`config.mk`:
```
export PLATFORM = sky130hd
export DESIGN_NAME = sing_io_hdx_link
export DESIGN_NICKNAME = d
export VERILOG_FILES = /design/src/rtl/sing_io_hdx_link.sv
export SDC_FILE = /design/constraint.sdc
export NUM_CORES = 1
export LEC_CHECK = 0
export BUFFER_PORTS_ARGS = -buffer_cell sky130_fd_sc_hd__buf_2
export CORE_MARGIN = 1
export CORE_UTILIZATION = 40
export DETAILED_ROUTE_END_ITERATION = 16
export PLACE_DENSITY_LB_ADDON = 0.05
export SLEW_MARGIN = 40
export SYNTH_ARGS = -nofsm -noshare
export SYNTH_HDL_FRONTEND = slang
export SYNTH_SLANG_ARGS = --single-unit
export TNS_END_PERCENT = 30
```
`constraint.sdc`:
```
create_clock -name clk -period 6.8 [get_ports clk]
set_input_delay 1.7 -clock clk [delete_from_list [all_inputs] [get_ports clk]]
set_output_delay 1.7 -clock clk [all_outputs]
set_load 0.01 [all_outputs]
```
`src/rtl/sing_io_hdx_link.sv`:
```
// Half-duplex single-wire UART-style transceiver driving an external IOBUF.
// It listens with the pad released, transmits only when the line is idle, and releases the pad for a guard interval after every frame.
module sing_io_hdx_link #(
    parameter int CLKS_PER_BIT = 868,
    parameter int GUARD_BITS   = 2,
    parameter int SYNC_STAGES  = 2
) (
    input  logic       clk,
    input  logic       rst_n,
    input  logic       pad_o,
    output logic       pad_i,
    output logic       pad_t,
    input  logic [7:0] tx_data,
    input  logic       tx_valid,
    output logic       tx_ready,
    output logic [7:0] rx_data,
    output logic       rx_valid,
    output logic       frame_err,
    output logic       busy
);
    localparam int CW = $clog2(CLKS_PER_BIT);
    localparam logic [CW-1:0] BIT_LAST   = CW'(CLKS_PER_BIT - 1);
    localparam logic [CW-1:0] HALF_LAST  = CW'(CLKS_PER_BIT / 2 - 1);
    localparam logic [3:0]    GUARD_LAST = 4'(GUARD_BITS - 1);

    typedef enum logic [2:0] {
        ST_IDLE     = 3'd0,
        ST_RX_START = 3'd1,
        ST_RX_DATA  = 3'd2,
        ST_RX_STOP  = 3'd3,
        ST_TX       = 3'd4,
        ST_GUARD    = 3'd5
    } state_t;

    state_t                 state_r, state_s;
    logic [SYNC_STAGES-1:0] sync_r;
    logic                   prev_line_r;
    logic                   line_s, start_det_s, cnt_zero_s, tx_ready_s;
    logic [CW-1:0]          cnt_r, cnt_s;
    logic [3:0]             idx_r, idx_s;
    logic [7:0]             shift_r, shift_s, tx_byte_r, tx_byte_s;
    logic                   pad_t_r, pad_t_s, pad_i_r, pad_i_s;
    logic [7:0]             rx_data_r, rx_data_s;
    logic                   rx_valid_r, rx_valid_s, frame_err_r, frame_err_s;

    // Frame bit k of a TX byte: 0 = start, 1..8 = data LSB first, 9 = stop.
    function automatic logic tx_bit(input logic [7:0] b, input logic [3:0] k);
        logic r;
        case (k)
            4'd0:    r = 1'b0;
            4'd9:    r = 1'b1;
            default: r = b[3'(k - 4'd1)];
        endcase
        return r;
    endfunction

    assign line_s      = sync_r[SYNC_STAGES-1];
    assign start_det_s = ~line_s & prev_line_r;
    assign cnt_zero_s  = (cnt_r == '0);
    assign tx_ready_s  = (state_r == ST_IDLE) && !start_det_s;

    assign tx_ready  = tx_ready_s;
    assign busy      = (state_r != ST_IDLE);
    assign pad_t     = pad_t_r;
    assign pad_i     = pad_i_r;
    assign rx_data   = rx_data_r;
    assign rx_valid  = rx_valid_r;
    assign frame_err = frame_err_r;

    // Pad synchronizer and previous-level flop for falling-edge detection.
    always_ff @(posedge clk or negedge rst_n) begin
        if (!rst_n) begin
            sync_r      <= '1;
            prev_line_r <= 1'b1;
        end else begin
            sync_r      <= {sync_r[SYNC_STAGES-2:0], pad_o};
            prev_line_r <= line_s;
        end
    end

    // Next-state, counters and registered-output values.
    always_comb begin
        state_s     = state_r;
        cnt_s       = cnt_r;
        idx_s       = idx_r;
        shift_s     = shift_r;
        tx_byte_s   = tx_byte_r;
        pad_t_s     = 1'b1;
        pad_i_s     = 1'b1;
        rx_data_s   = rx_data_r;
        rx_valid_s  = 1'b0;
        frame_err_s = 1'b0;
        case (state_r)
            ST_IDLE: begin
                if (start_det_s) begin
                    state_s = ST_RX_START;
                    cnt_s   = HALF_LAST;
                end else if (tx_valid && tx_ready_s) begin
                    state_s   = ST_TX;
                    tx_byte_s = tx_data;
                    cnt_s     = BIT_LAST;
                    idx_s     = 4'd0;
                    pad_t_s   = 1'b0;
                    pad_i_s   = 1'b0;
                end else begin
                    state_s = ST_IDLE;
                end
            end
            ST_RX_START: begin
                if (cnt_zero_s) begin
                    if (!line_s) begin
                        state_s = ST_RX_DATA;
                        cnt_s   = BIT_LAST;
                        idx_s   = 4'd0;
                    end else begin
                        state_s = ST_IDLE;
                    end
                end else begin
                    cnt_s = cnt_r - 1'b1;
                end
            end
            ST_RX_DATA: begin
                if (cnt_zero_s) begin
                    shift_s = {line_s, shift_r[7:1]};
                    cnt_s   = BIT_LAST;
                    if (idx_r == 4'd7) begin
                        state_s = ST_RX_STOP;
                        idx_s   = 4'd0;
                    end else begin
                        idx_s = idx_r + 4'd1;
                    end
                end else begin
                    cnt_s = cnt_r - 1'b1;
                end
            end
            ST_RX_STOP: begin
                if (cnt_zero_s) begin
                    if (line_s) begin
                        rx_data_s  = shift_r;
                        rx_valid_s = 1'b1;
                    end else begin
                        frame_err_s = 1'b1;
                    end
                    state_s = ST_GUARD;
                    cnt_s   = BIT_LAST;
                    idx_s   = 4'd0;
                end else begin
                    cnt_s = cnt_r - 1'b1;
                end
            end
            ST_TX: begin
                // line_s carries our own echo here, so it is not looked at.
                pad_t_s = 1'b0;
                pad_i_s = pad_i_r;
                if (cnt_zero_s) begin
                    cnt_s = BIT_LAST;
                    if (idx_r == 4'd9) begin
                        state_s = ST_GUARD;
                        idx_s   = 4'd0;
                        pad_t_s = 1'b1;
                        pad_i_s = 1'b1;
                    end else begin
                        idx_s   = idx_r + 4'd1;
                        pad_i_s = tx_bit(tx_byte_r, idx_r + 4'd1);
                    end
                end else begin
                    cnt_s = cnt_r - 1'b1;
                end
            end
            ST_GUARD: begin
                if (cnt_zero_s) begin
                    cnt_s = BIT_LAST;
                    if (idx_r == GUARD_LAST) begin
                        state_s = ST_IDLE;
                        idx_s   = 4'd0;
                    end else begin
                        idx_s = idx_r + 4'd1;
                    end
                end else begin
                    cnt_s = cnt_r - 1'b1;
                end
            end
            default: begin
                state_s = ST_IDLE;
            end
        endcase
    end

    // State and output registers; reset releases the pad without a clock.
    always_ff @(posedge clk or negedge rst_n) begin
        if (!rst_n) begin
            state_r     <= ST_IDLE;
            cnt_r       <= '0;
            idx_r       <= 4'd0;
            shift_r     <= 8'd0;
            tx_byte_r   <= 8'd0;
            pad_t_r     <= 1'b1;
            pad_i_r     <= 1'b1;
            rx_data_r   <= 8'd0;
            rx_valid_r  <= 1'b0;
            frame_err_r <= 1'b0;
        end else begin
            state_r     <= state_s;
            cnt_r       <= cnt_s;
            idx_r       <= idx_s;
            shift_r     <= shift_s;
            tx_byte_r   <= tx_byte_s;
            pad_t_r     <= pad_t_s;
            pad_i_r     <= pad_i_s;
            rx_data_r   <= rx_data_s;
            rx_valid_r  <= rx_valid_s;
            frame_err_r <= frame_err_s;
        end
    end
endmodule

```
# Yosys cells after proc, flatten, opt, wreduce, memory -nomap -nowiden
# Index checks and enable logic that the tools add are counted.
# op_classes
n_mux	47
n_reduce_logical	16
shifts	0
n_eq_ne	22
n_bitwise	3
mul	0
add_sub_neg	3
n_div	0
magnitude_cmp	1
# ops
operator	count
10-bit two-way mux	5
4-bit two-way mux	11
3-bit two-way mux	10
10-bit one-hot mux with 3 select lines	1
4-bit one-hot mux with 6 select lines	1
2-bit inequality test, second input constant	10
3-bit one-hot mux with 6 select lines	1
1-bit two-way mux	13
10-bit logical NOT	1
10-bit by 1-bit subtractor with 10-bit output, second input constant	1
3-bit AND reduction	3
9-bit AND reduction	1
4-bit == test, second input constant	2
8-bit AND reduction	1
3-bit by 2-bit == test with 1-bit output, second input constant	2
3-bit == test, second input constant	2
1-bit one-hot mux with 2 select lines	3
3-bit nonzero test	2
6-bit nonzero test	1
4-bit by 1-bit adder with 4-bit output, second input constant	1
4-bit by 1-bit == test with 1-bit output, second input constant	1
4-bit by 3-bit == test with 1-bit output, second input constant	1
4-bit logical NOT	1
3-bit by 4-bit less-than comparator with 1-bit output, second input constant	1
14 further kinds	16
# totals
register_bits	48
latchBits	0
memories	0
rom_bits	0
ram_bits	0
inputBits	12
out_inout_bits	14
word_cells	104

# Depth between registers and ports, before layout
# depth
depth_word	8
depth_mapped	9
depth_no_buf	7

# Worst setup path before layout
# Ideal clock, no wire load.
# synth_timing
path_kind	flip-flop to output port
start	register state_r[2]
end	output port tx_ready
slack_ns	3.921
stages_incl_launch_ff	4
t_arrival_ns	1.179
cell_sequence	dfrtp_1 -> or3_1 -> clkbuf_1 -> nor2_1
# synth_between
elab_chain_len	2
# synth_rtl
element	line_no	rtl
start: declaration	35	state_t state_r, state_s;
start signal: assignment	203	state_r <= state_s;
3-bit logical NOT	60	assign tx_ready_s = (state_r == ST_IDLE) && !start_det_s;
1-bit logical AND	60	
end: declaration	15	output logic tx_ready,
# No other way between the ends.

# Worst setup path after layout
# layout_timing
start	register state_r[0]
end	output port tx_ready
# The elaborated chain is that of the path after synthesis.

==> impl_metrics.env <==
export IMPL_status="completed"
export IMPL_power_frac_clock_pct=38.1
export IMPL_r2r_setup_slack_ps=4190
export IMPL_drc_errors=0
export IMPL_track_usage_pct=17.0
export IMPL_ctsHtreeMaxLevel=2
export IMPL_ir_worst_vdd_v=0.000109
export IMPL_drt_iter0_drc=101
export IMPL_final_cell_mix="dfrtp_1 (43), mux2_2 (27), buf_2 (24)"
export IMPL_p_sw_share_pct=22.5
export IMPL_clock_sinks=48
export IMPL_n_antenna_cell=0
export IMPL_synth_distinct_cells=51
export IMPL_path_delay_family="simple AND/OR/NAND/NOR gates"
export IMPL_crit_path_cell_trace="or3_1, nor2_1, buf_2"
export IMPL_layout_nets=254
export IMPL_period_needed_ps=3440
export IMPL_ys_warn_count=0
export IMPL_hpwl_um=3340
export IMPL_slew_headroom_pct=57.5
export IMPL_final_core_util_pct=47.2
export IMPL_grt_max_degree=49
export IMPL_worst_pin_slew_ps=635
export IMPL_gp_congestion=0.802
export IMPL_area_growth_pct=11.3
export IMPL_globalRouteOverflowTotal=0
export IMPL_ios=26
export IMPL_fin_setup_tns_ps=0
export IMPL_path_buf_inv=1
export IMPL_rr_startpoint="cnt_r[0]"
export IMPL_drive_above_1_share_pct=31.1
export IMPL_critPathMaxStageDelay_ps=570
export IMPL_setup_viol=0
export IMPL_critPathArrivalTime_ps=1740
export IMPL_fp_coreArea_sq_um=5640
export IMPL_ys_async_sr_fraction_pct=100
export IMPL_holdPathEnd="sync_r[1]"
export IMPL_place_ws_ps=3710
export IMPL_worstSetupEndpointType="primary output"
export IMPL_p_comb_share_pct=2.0
export IMPL_routed_wirelength_um=4720
export IMPL_setup_ws_ps=3360
export IMPL_grt_pass1_wl_um=8200
export IMPL_ctsHoldBuffers=0
export IMPL_min_path_type="flip-flop to flip-flop"
export IMPL_rr_worst_depth=7
export IMPL_ys_ff_latch=48
export IMPL_cts_tree="built"
export IMPL_die_area_sq_um=6290
export IMPL_internal_power_uw=372
export IMPL_critPathKind="flip-flop to primary output"
export IMPL_ctsResizeCount=0
export IMPL_worstPathRequired_ps=5100
export IMPL_io_buffers=25
export IMPL_critPathLaunchType="flip-flop"
export IMPL_synth_top_flop_cell="dfrtp_1"
export IMPL_synth_edf_count=0
export IMPL_hp_start="sync_r[0]"
export IMPL_fillers=506
export IMPL_detail_route_antenna_nets=0
export IMPL_syn_inst=218
export IMPL_vias=1697
export IMPL_period_share_pct=50.6
export IMPL_p_switching_uw=108
export IMPL_clockRootBuffer="clkbuf_8"
export IMPL_die_w_um=79.3
export IMPL_start_util_pct=42.4
export IMPL_cts_buffer_depth=2
export IMPL_pwr_share_seq_pct=59.9
export IMPL_drtPass1Iterations=4
export IMPL_antenna_found_initial=0
export IMPL_fmax_ghz=0.291
export IMPL_grt_pass1_vias=1708
export IMPL_syn_avg_cell_area_sq_um=11.0
export IMPL_final_common_cell="dfrtp_1"
export IMPL_slowest_stage="dfrtp_1"
export IMPL_cap_violations=0
export IMPL_rows=27
export IMPL_die_h_um=79.3
export IMPL_cts_setup_buffers=0
export IMPL_power_per_cell_area_nw_per_um2=180
export IMPL_fin_skew_ps=6.53
export IMPL_r2r_end="state_r[0]"
export IMPL_hold_viol_final=0
export IMPL_yosysSeqAreaShare_pct=50.5
export IMPL_cts_clk_slew_worst_paths_ps=90
export IMPL_hold_depth=0
export IMPL_synth_nets=235
export IMPL_cts_buffers=5
export IMPL_rsz0062_at_grt="no"
export IMPL_via_per_inst=5.47
export IMPL_clk_latency_ps=310
export IMPL_drv_slew=0
export IMPL_p_leak_nw=1.23
export IMPL_wl_per_cell_um=15.2
export IMPL_cp_max_fo=15
export IMPL_syn_area_sq_um=2390
[synthesized netlist by cell type (5+ instances only)]
cell type	n	area, sq um
mux2_2	27	304
o31ai_1	7	52.6
nand2_1	18	67.6
inv_1	10	37.5
nor2_1	10	37.5
dfrtp_1	43	1080
o21ai_0	12	60.1
nand3_1	5	25.0
clkbuf_1	10	37.5
ha_1	5	62.6
dfstp_2	5	131
nor3_1	5	25.0
a21oi_1	7	35.0
[kinds of logic after synthesis]
family                     share of synthesized area (%)
xor gates and xnor gates                           0.366
AOI/OAI and AO/OA                                   14.1
buffers and inverters                               3.72
DFF                                                 50.5
adders and majority gates                           2.62
and+or+nand+nor                                     14.5
muxes                                               14.1
[state kept, by name, indices dropped and copies added, names as in the netlist]
register / count
idx_r: 4
frame_err: 1
tx_byte_r: 8
rx_valid: 1
cnt_r: 10
shift_r: 8
state_r: 3
sync_r: 2
rx_data: 8
pad_i: 1
prev_line_r: 1
pad_t: 1
[per-stage QoR]
| stage | hold slack (ps) | cell area (sq um) | total power, mW | cells |
|---|---|---|---|---|
| 2_1_floorplan | 345 | 2390 | 0.294 | 218 |
| 6_report | 360 | 2660 | 0.480 | 310 |
| 5_1_grt | 363 | 2660 | 0.501 | 310 |
| 3_5_place_dp | 348 | 2560 | 0.304 | 302 |
| 3_3_place_gp | 348 | 2550 | 0.303 | 302 |
| 4_1_cts | 361 | 2660 | 0.488 | 310 |
[power groups by stage]
stage	combinational [mW]	sequential, mW	clock [mW]
global placement	0.00978	0.293	0
global route	0.0116	0.288	0.202
CTS	0.0103	0.288	0.189
floorplan	0.000883	0.293	0
detailed placement	0.0103	0.293	0
finish	0.00962	0.288	0.183
[how the worst max path moves through the flow]
stage | cells after the start | slack (ps) | from | endpoint
final | 3 | 3360 | state_r[0] | tx_ready
after global routing | 3 | 3230 | state_r[0] | tx_ready
after CTS | 3 | 3350 | state_r[0] | tx_ready
after detailed placement | 3 | 3710 | state_r[0] | tx_ready
after global placement | 5 | 3610 | tx_valid | cnt_r[4]
after floorplan | 3 | 3920 | state_r[2] | tx_ready
[final cells by class]
class	count	area, sq um	area share (%)
clock buffer	6	82.6	3.10
clock inverter	2	15.0	0.564
inverter	10	37.5	1.41
multi-input combinational	147	1100	41.4
sequential	48	1210	45.4
tap	72	90.1	3.39
timing repair buffer	25	128	4.80
[per-layer routing]
metal,vias to the layer above,GRT usage (%),part of all wire [%]
li1,823,-,-
met1,834,22.9,50
met2,30,26.0,45
met3,10,4.02,3.5
met4,0,7.09,2.0
met5,-,0,0
[worst register-to-register path: stages (launching register included)]
cell and delay (ps):
dfrtp_1 430, inv_1 90, ha_1 140, or4b_4 470, or3_1 480, nand2_1 370, nand3_1 210, mux2_2 310
(Power assumes the default switching activity.)
